[src/rtl/bgpu_pkg.sv]
// bgpu_pkg: shared helpers for splitting an instruction id into warp id and per-warp tag
package bgpu_pkg;

    function automatic logic [31:0] iid_wid(input logic [31:0] iid, input int unsigned wid_w);
        return iid & ((32'd1 << wid_w) - 32'd1);
    endfunction

    function automatic logic [31:0] iid_tag(input logic [31:0] iid, input int unsigned wid_w);
        return iid >> wid_w;
    endfunction

endpackage

[src/rtl/rc_rr_arbiter.sv]
// rc_rr_arbiter: round-robin pick of the first valid stream at or after ptr, wrapping
module rc_rr_arbiter #(
    parameter int unsigned N = 2,
    localparam int unsigned IdxWidth = N > 1 ? $clog2(N) : 1
) (
    input  logic [N-1:0]        valid_i,
    input  logic [IdxWidth-1:0] ptr_i,
    input  logic                en_i,
    output logic [N-1:0]        gnt_o,
    output logic [IdxWidth-1:0] idx_o
);
    logic [IdxWidth-1:0] hi, lo;
    logic                hi_f, lo_f;

    // lowest valid index at/after ptr (hi) and lowest valid overall (lo, the wrap case)
    always_comb begin
        hi   = '0;
        lo   = '0;
        hi_f = 1'b0;
        lo_f = 1'b0;
        for (int j = N - 1; j >= 0; j--) begin
            if (valid_i[j]) begin
                lo   = IdxWidth'(j);
                lo_f = 1'b1;
            end
            if (valid_i[j] && j >= int'(ptr_i)) begin
                hi   = IdxWidth'(j);
                hi_f = 1'b1;
            end
        end
    end

    assign idx_o = hi_f ? hi : lo;
    assign gnt_o = (en_i && (hi_f || lo_f)) ? (N'(1) << idx_o) : '0;

endmodule

[src/rtl/result_collector.sv]
// result_collector: round-robin writeback of EU results into one masked RF write port with tag release (optional BGPU_RC_PERF_CNT_EN retire counters)
module result_collector
    import bgpu_pkg::*;
#(
    parameter int unsigned NumEus      = 2,
    parameter int unsigned NumTags     = 8,
    parameter int unsigned RegWidth    = 32,
    parameter int unsigned WarpWidth   = 4,
    parameter int unsigned NumWarps    = 8,
    parameter int unsigned RegIdxWidth = 8,
    localparam int unsigned TagWidth   = $clog2(NumTags),
    localparam int unsigned WidWidth   = NumWarps > 1 ? $clog2(NumWarps) : 1,
    localparam int unsigned IidWidth   = TagWidth + WidWidth,
    localparam int unsigned EuIdxWidth = NumEus > 1 ? $clog2(NumEus) : 1
) (
    input  logic                                          clk_i,
    input  logic                                          rst_ni,
    input  logic                                          testmode_i,
    input  logic [NumEus-1:0]                             eu_to_rc_valid_i,
    output logic [NumEus-1:0]                             rc_to_eu_ready_o,
    input  logic [NumEus-1:0][IidWidth-1:0]               eu_to_rc_tag_i,
    input  logic [NumEus-1:0][RegIdxWidth-1:0]            eu_to_rc_dst_i,
    input  logic [NumEus-1:0][WarpWidth-1:0]              eu_to_rc_act_mask_i,
    input  logic [NumEus-1:0][WarpWidth-1:0][RegWidth-1:0] eu_to_rc_data_i,
    output logic                                          rc_to_rf_valid_o,
    input  logic                                          rf_to_rc_ready_i,
    output logic [WidWidth-1:0]                           rc_to_rf_wid_o,
    output logic [RegIdxWidth-1:0]                        rc_to_rf_dst_o,
    output logic [WarpWidth-1:0]                          rc_to_rf_we_mask_o,
    output logic [WarpWidth-1:0][RegWidth-1:0]            rc_to_rf_data_o,
    output logic                                          rc_to_wb_valid_o,
    output logic [IidWidth-1:0]                           rc_to_wb_iid_o,
    output logic [NumEus-1:0][31:0]                       rc_perf_retired_o
);
    typedef struct packed {
        logic                              valid;
        logic [EuIdxWidth-1:0]             eu;
        logic [IidWidth-1:0]               tag;
        logic [RegIdxWidth-1:0]            dst;
        logic [WarpWidth-1:0]              mask;
        logic [WarpWidth-1:0][RegWidth-1:0] data;
    } entry_t;

    entry_t                e;
    logic [EuIdxWidth-1:0] rr_ptr, win;
    logic                  drain, accept_en, unused_sig;

    assign drain     = e.valid && (e.mask == '0 || rf_to_rc_ready_i);
    assign accept_en = rst_ni && (!e.valid || drain);

    rc_rr_arbiter #(.N(NumEus)) u_arb (
        .valid_i(eu_to_rc_valid_i),
        .ptr_i  (rr_ptr),
        .en_i   (accept_en),
        .gnt_o  (rc_to_eu_ready_o),
        .idx_o  (win)
    );

    // load the winner into the entry (possibly while draining), otherwise clear a drained entry
    always_ff @(posedge clk_i or negedge rst_ni) begin
        if (!rst_ni) begin
            e      <= '0;
            rr_ptr <= '0;
        end else if (|rc_to_eu_ready_o) begin
            e      <= '{valid: 1'b1, eu: win, tag: eu_to_rc_tag_i[win], dst: eu_to_rc_dst_i[win],
                        mask: eu_to_rc_act_mask_i[win], data: eu_to_rc_data_i[win]};
            rr_ptr <= (win == EuIdxWidth'(NumEus - 1)) ? '0 : win + 1'b1;
        end else if (drain) begin
            e <= '0;
        end
    end

    assign rc_to_rf_valid_o   = e.valid && |e.mask;
    assign rc_to_rf_wid_o     = WidWidth'(iid_wid(32'(e.tag), WidWidth));
    assign rc_to_rf_dst_o     = e.dst;
    assign rc_to_rf_we_mask_o = e.mask;
    assign rc_to_rf_data_o    = e.data;
    assign rc_to_wb_valid_o   = drain;
    assign rc_to_wb_iid_o     = drain ? e.tag : '0;
    assign unused_sig         = ^{testmode_i, e.eu};

`ifdef BGPU_RC_PERF_CNT_EN
    logic [NumEus-1:0][31:0] perf_q;

    // count retirements per originating EU, wrapping at 2^32
    always_ff @(posedge clk_i or negedge rst_ni) begin
        if (!rst_ni) begin
            perf_q <= '0;
        end else if (drain) begin
            perf_q[e.eu] <= perf_q[e.eu] + 32'd1;
        end
    end

    assign rc_perf_retired_o = perf_q;
`else
    assign rc_perf_retired_o = '0;
`endif

endmodule
[config.mk]
export PLATFORM = sky130hd
export DESIGN_NAME = result_collector
export DESIGN_NICKNAME = d
export VERILOG_FILES = /design/src/rtl/bgpu_pkg.sv /design/src/rtl/rc_rr_arbiter.sv /design/src/rtl/result_collector.sv
export SDC_FILE = /design/constraint.sdc
export NUM_CORES = 1
export LEC_CHECK = 0
export CAP_MARGIN = 10
export CORE_AREA = 2 2 202 204
export DETAILED_ROUTE_END_ITERATION = 6
export DIE_AREA = 0 0 204 206
export PLACE_DENSITY = 0.57
export SYNTH_ARGS = -nofsm -noshare
export SYNTH_HDL_FRONTEND = slang
export SYNTH_SLANG_ARGS = --single-unit
[constraint.sdc]
create_clock -name clk_i -period 2.3 [get_ports clk_i]
set_input_delay 0.575 -clock clk_i [delete_from_list [all_inputs] [get_ports clk_i]]
set_output_delay 0.575 -clock clk_i [all_outputs]
set_load 0.005 [all_outputs]
Word level (Yosys, flattened, before mapping). Index checks and enable logic that the tools add are counted. W data, S select, Z words.

Add/subtract/negate cells: 1. Order comparisons: 2. Shift-type cells: 1. Muxes and demuxes: 19. Reduce and logical (&&, ||, !) cells: 13.

Operator list (number): $mux W148 (2); $mux W128 (2); $mux W6 (3); $mux W8 (2); $mux W4 (2); $mux W1 (7); $logic_and A1 B1 Y1 (5); $logic_not A4 Y1 (1); $reduce_or A4 Y1 (1); $logic_or A1 B1 Y1 (3); $lt A1 B2 Y1 const B (1); $mux W2 (1); $reduce_bool A2 Y1 (1); $reduce_or A2 Y1 (1); $shl A1 B1 Y2 const A (1); $add A1 B1 Y1 const B (1); $ge A1 B1 Y1 const A (1); $logic_not A1 Y1 (1).

Flip-flop bits (word level): 148. Bits of input ports: 298. Output and inout bits: 217. Word-level logic and storage cells: 45.

Depth between registers and ports, before layout.
Depth in word-level cells: 9. Mapped depth: 6. Mapped depth without buffers: 3.

Modules after synthesis. From an unflattened synthesis, not the netlist that was laid out.

Cells, all modules: 882. Area, all modules: 8894.8 sq um.

By module, submodules not included: result_collector (times used 1, cells each 877, area each 8867.3 sq um, seq. area each 3703.6 sq um); rc_rr_arbiter (times used 1, cells each 5, area each 27.5 sq um, seq. area each 0.0 sq um).

Worst setup path before layout. Ideal clock, no wire load.

Kind: in2out. From: input eu_to_rc_valid_i[1]. To: output rc_to_eu_ready_o[0]. Data arrival time: 1.507 ns. Data required time: 1.725 ns. Path slack: 0.218 ns. Stages on the path: 5. Cells stage by stage: clkbuf_1 a21boi_0 buf_2 buf_2 nor2b_1.

Word-level cells in the longest chain between the ends: 5. Elaborated cells on any way between the ends: 10.

Ends and longest elaborated chain: start: declaration (RTL line result_collector.sv:19) `input logic [NumEus-1:0] eu_to_rc_valid_i,`; $mux W1 * (RTL line rc_rr_arbiter.sv:22, rc_rr_arbiter.sv:26); $mux W1 (on tied branches) (RTL line rc_rr_arbiter.sv:22, rc_rr_arbiter.sv:26); $mux W1 / $logic_or A1 B1 Y1 (equally long branches) (RTL line rc_rr_arbiter.sv:33, rc_rr_arbiter.sv:34); $shl A1 B1 Y2 / $logic_and A1 B1 Y1 (equally long branches) (RTL line rc_rr_arbiter.sv:34) `assign gnt_o = (en_i && (hi_f || lo_f)) ? (N'(1) << idx_o) : '0;`; $mux W2 * (RTL line rc_rr_arbiter.sv:34); end: declaration (RTL line result_collector.sv:20) `output logic [NumEus-1:0] rc_to_eu_ready_o,`.

Every way passes the cells marked *; elsewhere a longest branch is shown, timed or not.

Worst setup path after layout.
From: register e (netlist bit rc_to_rf_we_mask_o[1]). To: output rc_to_wb_iid_o[4].

Word-level cells in the longest chain between the ends: 4.

Ends and longest elaborated chain: start: declaration (RTL line result_collector.sv:44) `entry_t e;`; start signal: assignment (RTL line result_collector.sv:65) `e <= '{valid: 1'b1, eu: win, tag: eu_to_rc_tag_i[win], dst: eu_to_rc_dst_i[win],`; $logic_not A4 Y1 (RTL line result_collector.sv:48) `assign drain = e.valid && (e.mask == '0 || rf_to_rc_ready_i);`; $logic_or A1 B1 Y1 (RTL line result_collector.sv:48); $logic_and A1 B1 Y1 (RTL line result_collector.sv:48); $mux W6 (RTL line result_collector.sv:79) `assign rc_to_wb_iid_o = drain ? e.tag : '0;`; end: declaration (RTL line result_collector.sv:32) `output logic [IidWidth-1:0] rc_to_wb_iid_o,`.

Every way passes these cells.

==> flow_results.org <==
** Timing
- Worst Max-Slew Pin Slew :: 0.835 ns
- Hold violation count in the final report :: 0
- Unrepaired setup endpoints after global routing :: true
- For the final routed database, the setup TNS stands at -0.734 ns.
- Setup violations remaining at the end of the flow were counted as 10.
- Fin. max-slew vios :: 0
- Slew margin rel. :: between 40 and 50%
- Based on the critical path, the design can be clocked at up to between 0.4 and 0.5 GHz.
- Once routing completed, OpenROAD measured the worst setup slack at -0.0946 ns.
- Clock tree skew after final layout :: about 0.0093 ns
- After layout, the minimum clock period comes to about 2.4 ns.
- The worst path uses 104% of the clock period.

** Setup path
- Critical Path AT :: between 1.5 and 2 ns
- Grouping stages by cell kind, the critical path spends the most delay in buffers and inverters.
- The worst setup path is launched from a flop.
- Slowest stage cell, crit path :: dfrtp_1
- The critical path is of the reg -> out type.
- Cells traversed along the worst timing path :: buf_6, nor4_4, buf_4, o21a_4, buf_6, and2_4, buf_6
- Delay of the slowest cell on the worst path :: ~0.40 ns
- Required time at the worst-slack endpoint :: between 1.5 and 2 ns
- Number of buffers and inverters on the critical path :: 4
- In this run the worst path has a maximum fanout of 4.
- Reg-to-Reg End :: rc_to_rf_data_o[91]
- The worst register-to-register path has a setup slack of roughly 0.21 ns.
- In this design, the critical path's most frequently occurring cell is buf_6.
- Reg2reg path depth :: 6
- In this run the critical register-to-register path is launched from rc_to_rf_we_mask_o[2].
- Crit end category :: output port

** Job
- Max-cap viol count :: 0

** CTS
- Clock sink total :: roughly 150
- CTS hold repair buffers :: 0
- Root buffer selected by CTS :: clkbuf_16
- Clock buffer count from CTS :: 17
- The clock passes through at most 2 buffers.
- Number of H-tree levels :: 4
- Clock latency reported for the late side of the worst-skew pair :: between 0.4 and 0.5 ns
- Clock slew at the register clock pins of the worst setup and hold paths :: approximately 0.060 ns
- Clock tree from TritonCTS :: built

** Placement
- The wire-length estimate of the detail-placed layout is between 20000 and 25000 µm.
- Quantity of I/O buffers inserted on ports :: between 400 and 500
- Counting tap cells, the placed design contains a total of roughly 1600 instances.
- Final GP Congestion :: ~0.75
- Placed cell area :: 12400 µm²

** Logic synthesis
- Cell area after synthesis :: 8320 µm²
- The synthesized netlist devotes a little under a third of its cell area to compound gates.
- After synthesis, the share of cell area in mux cells is 0%.
- Of the total synthesized cell area, the portion taken by full adders, half adders and majority gates is 0%.
- Sequential elements use roughly 45% of the synthesized area.
- Post-synthesis share of cell area spent on and, or, nand and nor gates :: 0.767%
- Seq cells post-synth :: ~150
- Summing the areas of all xor and xnor instances in the mapped netlist gives 0% of the synthesized area.
- Dominant combinational cell family by area after synthesis :: compound AO/OA/AOI/OAI gates
- Average footprint of a synthesized cell :: roughly 11 µm²
- Yosys mapped the design onto 22 distinct sky130hd cell types.
- After technology mapping, the gate count stands at 750.
- Ys Warns :: 0

** GRT
- First-pass GRT wire length :: around 43000 µm
- The via count of the first global-routing pass came to around 7000.
- Pin count of the biggest net entering global routing :: about 80
- All-Layer GR Usage :: 13.4%
- Number of antenna violations at the first check in global routing :: 1
- Summed over all layers, the global routing overflow is 0.

** Layout
- P&R area growth vs syn :: 57.0%
- Most common cell after layout, fill and taps aside :: clkdlybuf4s50_1
- Net count, final :: 1349
- Leaving out filler cells and counting taps, the final layout contains ~1600.
- After routing the design area is approximately 13000 µm².
- Leading cell types in the layout, fill and taps excluded :: 437 x clkdlybuf4s50_1, 147 x o2bb2ai_1, 147 x dfrtp_1
- Share of final-layout standard cells stronger than drive strength 1 :: 10.8%

** Routing
- The routed layout has slightly above 7000 vias.
- Remaining antenna violation count :: 0
- Number of search-and-repair iterations in the first detailed-routing pass :: 4
- Summed over all layers, the routed wires come to between 20000 and 30000 µm.
- The first routing iteration left 273 violations.
- For this run, design rule violations remaining after detail routing come to 0.
- In the final routed layout, each cell accounts on average for 18.5 µm.
- In the routed layout, each cell is associated on average with a via count of around 4.5.

** Worst hold path
- Class of the worst hold path :: in -> async

** Status
- The checks that failed: negative setup slack.
- Result of the run :: finished, violations left

** Floorplanning
- In this run the horizontal extent of the chip is a little over 200 µm.
- Die area :: 42000 µm²
- Number of top-level design ports :: ~520
- The initial utilization of the core area, before any placement, comes to 20.7%.
- The floorplan step set the die height to a little over 200 µm.
- Row generation in the floorplan step produced 74 rows.
- After floorplanning, the core was sized to cover 40200 µm².

** Power and ir drop
- Power Density :: between 700 and 800 nW/µm²
- Sequential power share :: between 30% and 40%
- Per report_power, the clock group accounts for roughly 28% of the total.
- Summed over all nets, the switching power comes to between 2 and 3 mW.
- Total power :: slightly below 10 mW
- Sw Ratio :: between 30% and 40%
- Share of power burned in combinational logic :: 37.0%
- Summed over all cells, the static leakage comes to 4.97 nW.
- Max rail drop VDD :: around 0.00047 V
- Cell Int Power :: slightly below 7 mW
==> cells by family after synthesis <==
group / count (synthesis)
other: 1
buffers and inverters: 289
AND/OR/NAND/NOR: 11
AO/OA/AOI/OAI: 301
flip-flops: 148
==> power by group through the flow <==
stage          sequential (mW)  clock (mW)  combinational [mW]
2_1_floorplan             3.39           0                2.00
3_3_place_gp              3.48           0                3.53
3_5_place_dp              3.48           0                3.55
4_1_cts                   3.46        2.82                3.63
5_1_grt                   3.52        2.93                3.86
6_report                  3.45        2.71                3.61
==> metal layers <==
metal / global-route usage, % / vias up / routed length, µm
met3: 4.34 / 32 / 2050
met5: 0 / - / 0
met1: 15.5 / 3532 / 12000
li1: - / 3292 / -
met2: 23.3 / 302 / 14900
met4: 4.27 / 0 / 563
==> cells in the mapped netlist (all sizes together) <==
library cell / count / area, µm²
nand2: 1 / 3.75
nor4: 1 / 6.26
o21bai: 1 / 7.51
inv: 1 / 3.75
a21boi: 1 / 7.51
o22ai: 1 / 6.26
o21a: 2 / 15.0
o211ai: 1 / 7.51
o21ai: 1 / 5.00
buf: 241 / 1720
and2: 6 / 37.5
a32oi: 146 / 1280
o2bb2ai: 147 / 1290
clkbuf: 47 / 176
dfrtp: 148 / 3700
nor2: 1 / 3.75
conb: 1 / 3.75
nand2b: 1 / 6.26
o41ai: 1 / 27.5
nor2b: 1 / 6.26
==> how the worst max path moves through the flow <==
| stage | start | end | slack, ns | cells after the start |
|---|---|---|---|---|
| floorplan | eu_to_rc_valid_i[1] | rc_to_eu_ready_o[0] | 0.22 | 5 |
| detailed placement | rf_to_rc_ready_i | rc_to_wb_iid_o[0] | -0.42 | 5 |
| CTS | rc_to_rf_we_mask_o[0] | rc_to_wb_iid_o[2] | -0.17 | 7 |
| finish | rc_to_rf_we_mask_o[1] | rc_to_wb_iid_o[4] | -0.09 | 7 |
| global route | rc_to_rf_we_mask_o[1] | rc_to_wb_iid_o[3] | -0.20 | 7 |
| global placement | rf_to_rc_ready_i | rc_to_wb_iid_o[1] | -0.41 | 5 |
==> state kept, by name (all words and copies together), names as in the netlist <==
signal              cells
rr_ptr                  1
rc_to_rf_wid_o          3
rc_to_rf_data_o       128
e                       4
rc_to_rf_dst_o          8
rc_to_rf_we_mask_o      4
==> area by class of cell <==
class / instances / area, µm²
Multi-Input combinational cell: 376 / 3040
Inverter: 1 / 3.75
Tap cell: 532 / 666
Clock inverter: 11 / 100
Sequential cell: 148 / 3700
Antenna cell: 1 / 2.50
Timing Repair Buffer: 507 / 5090
Fill cell: 4132 / 27100
Clock buffer: 21 / 460
==> repair_timing <==
item                                   4_1_cts  5_1_grt
setup buffers                                6        6
gates resized for setup                     57       10
pin swaps                                    6        3
endpoints found under the hold margin        0        0
cloned                                       0        0
setup endpoints to repair                   10       10
==> per-stage QoR <==
| stage | hold WS [ns] | utilization [%] | setup slack [ns] |
|---|---|---|---|
| after floorplan | 0.279 | - | 0.218 |
| after global placement | 0.471 | 30.8 | -0.413 |
| after detailed placement | 0.472 | 30.8 | -0.421 |
| after CTS | 0.0312 | 32.3 | -0.166 |
| after global routing | 0.0316 | 32.5 | -0.204 |
| final | 0.0555 | 32.5 | -0.0946 |
Power figures use the tool's default switching activity.
==> patch (same settings) <==
Build with the macro `BGPU_RC_PERF_CNT_EN` defined.
--- a/src/rtl/result_collector.sv
+++ b/src/rtl/result_collector.sv
@@ -1,4 +1,6 @@
 // result_collector: round-robin writeback of EU results into one masked RF write port with tag release (optional BGPU_RC_PERF_CNT_EN retire counters)
+`define BGPU_RC_PERF_CNT_EN
+
 module result_collector
     import bgpu_pkg::*;
 #(
Function: changed (a bounded check fails within 4 cycles, from zero or initial values and one cycle with rst_ni low).
==> patch against the unedited design <==
- synthesized cell count is 53% higher
- clock skew grew 2.0 ps
- wire length up 38%
- sequential share of layout area is 1.9 points higher
- setup slack worse by 320 ps
- utilization is 11 points higher
- largest power group is now registers
- worst hold slack improved by 400 ps
- the run ends with DRC, setup timing left
- sequential cell count up 65
- design area increased by 35%
- critical endpoint is now rc_to_wb_iid_o[1]
- area after synthesis increased by 32%
- critical path depth is 1 lower
- power increased by 38%
==> patch: results (changes against the unedited design) <==
worst_slack_ps: -414  # -320 ps
place_area_sq_um: 16200  # +31%
fill_cells: 3889  # -5.9%
post_synth_xor_area_fraction_pct: 4.94  # +4.9 points
area_growth_pct: 60.3
grt_max_degree: 115  # +46%
cts_max_level: 1  # -3
seq_area_frac_synth_pct: 48.4  # +3.9 points
ys_types: 46  # +110%
antenna_found_initial: 0  # -1
wirelength_mm: 40.6  # +38%
p_clk_mw: 4.19  # +55%
clockBufferDepth: 3  # +1
cts_setup_buffers: 8  # +2
comb_power_share_pct: 32.9  # -4.1 points
slowest_stage: "or4_4"
vias: 9979  # +39%
wl_met3_mm: 2.77  # +35%
setup_viol: 33  # +23
r2r_cells: 9  # +3
pre_cts_ws_ps: -419  # +1.81 ps
grt.total_usage_pct: 18.6  # +5.2 points
failed_checks: "DRC, setup timing"
nets: 1864  # +38%
synthAdderAreaFrac_pct: 0.114  # +0.11 points
drt-pass1-iter-count: 7  # +3
grt_util_met2_pct: 32.2  # +9.0 points
pg_comb_mw: 4.44  # +23%
hold_ws_ps: 456  # +400 ps
peakVddDrop_v: 0.000435  # -6.5%
drive_above_1_share_pct: 13.4  # +2.6 points
grt_use_met1_pct: 23.0  # +7.5 points
ys_top_cells_by_count: "213 x dfrtp_1, 187 x nand2_1, 154 x a22oi_1"
outcome: "finished with violations"
p_sw_mw: 4.06  # +36%
yosys-top-cells-area: "dfrtp_1 48%, a22oi_1 11%, buf_4 9.9%, o21ai_0 6.8%, nand2_1 6.4%"
hpwl_mm: 30.6  # +41%
cts_hold_buf: 1  # +1
antennaDiodeCount: 0  # -1
drc: 2  # +2
wl_met2_mm: 20.3  # +36%
setup_tns_ps: -5950  # -5220 ps
avgSynthCellArea_sq_um: 9.61  # -13%
use_met3_pct: 3.86  # -0.47 points
synth-compound-area-share_pct: 18.9  # -13 points
cp.arrival_ps: 2140  # +320 ps
drt_iter0_drc: 548  # +100%
power_leakage_nw: 7.47  # +50%
gp_congestion: 0.861  # +15%
slowest_delay_ps: 600  # +200 ps
clk_latency_ps: 540  # +100 ps
finalClockSkew_ps: 11.3  # +1.99 ps
==> patch: cell count changes after synthesis, moves of 65 or more <==
cell       unedited run  this run
a22oi_1               0       154
a32oi_1             146         0
dfrtp_1             148       213
nand2_1               1       187
o21ai_0               0       150
o2bb2ai_1           147         0
==> patch: worst paths after layout <==
path                                         endpoint                  start
worst max-delay path                rc_to_wb_iid_o[1]  rc_to_rf_we_mask_o[2]
worst min-delay path                           rr_ptr                 rst_ni
worst max register to register  rc_perf_retired_o[22]  rc_to_rf_we_mask_o[2]
worst min register to register   rc_to_rf_data_o[120]   rc_to_rf_data_o[120]
max in group asynchronous          rc_to_rf_data_o[0]                 rst_ni
min in group clk_i               rc_to_rf_data_o[120]   rc_to_rf_data_o[120]
==> patch: area by class of cell <==
type | instances | area share [%]
clock inverter | 14 | 0.880
timing repair buffer | 613 | 35.2
inverter | 7 | 0.149
sequential | 213 | 30.2
clock buffer | 32 | 4.09
multi-input combinational | 705 | 25.7
tap | 532 | 3.77
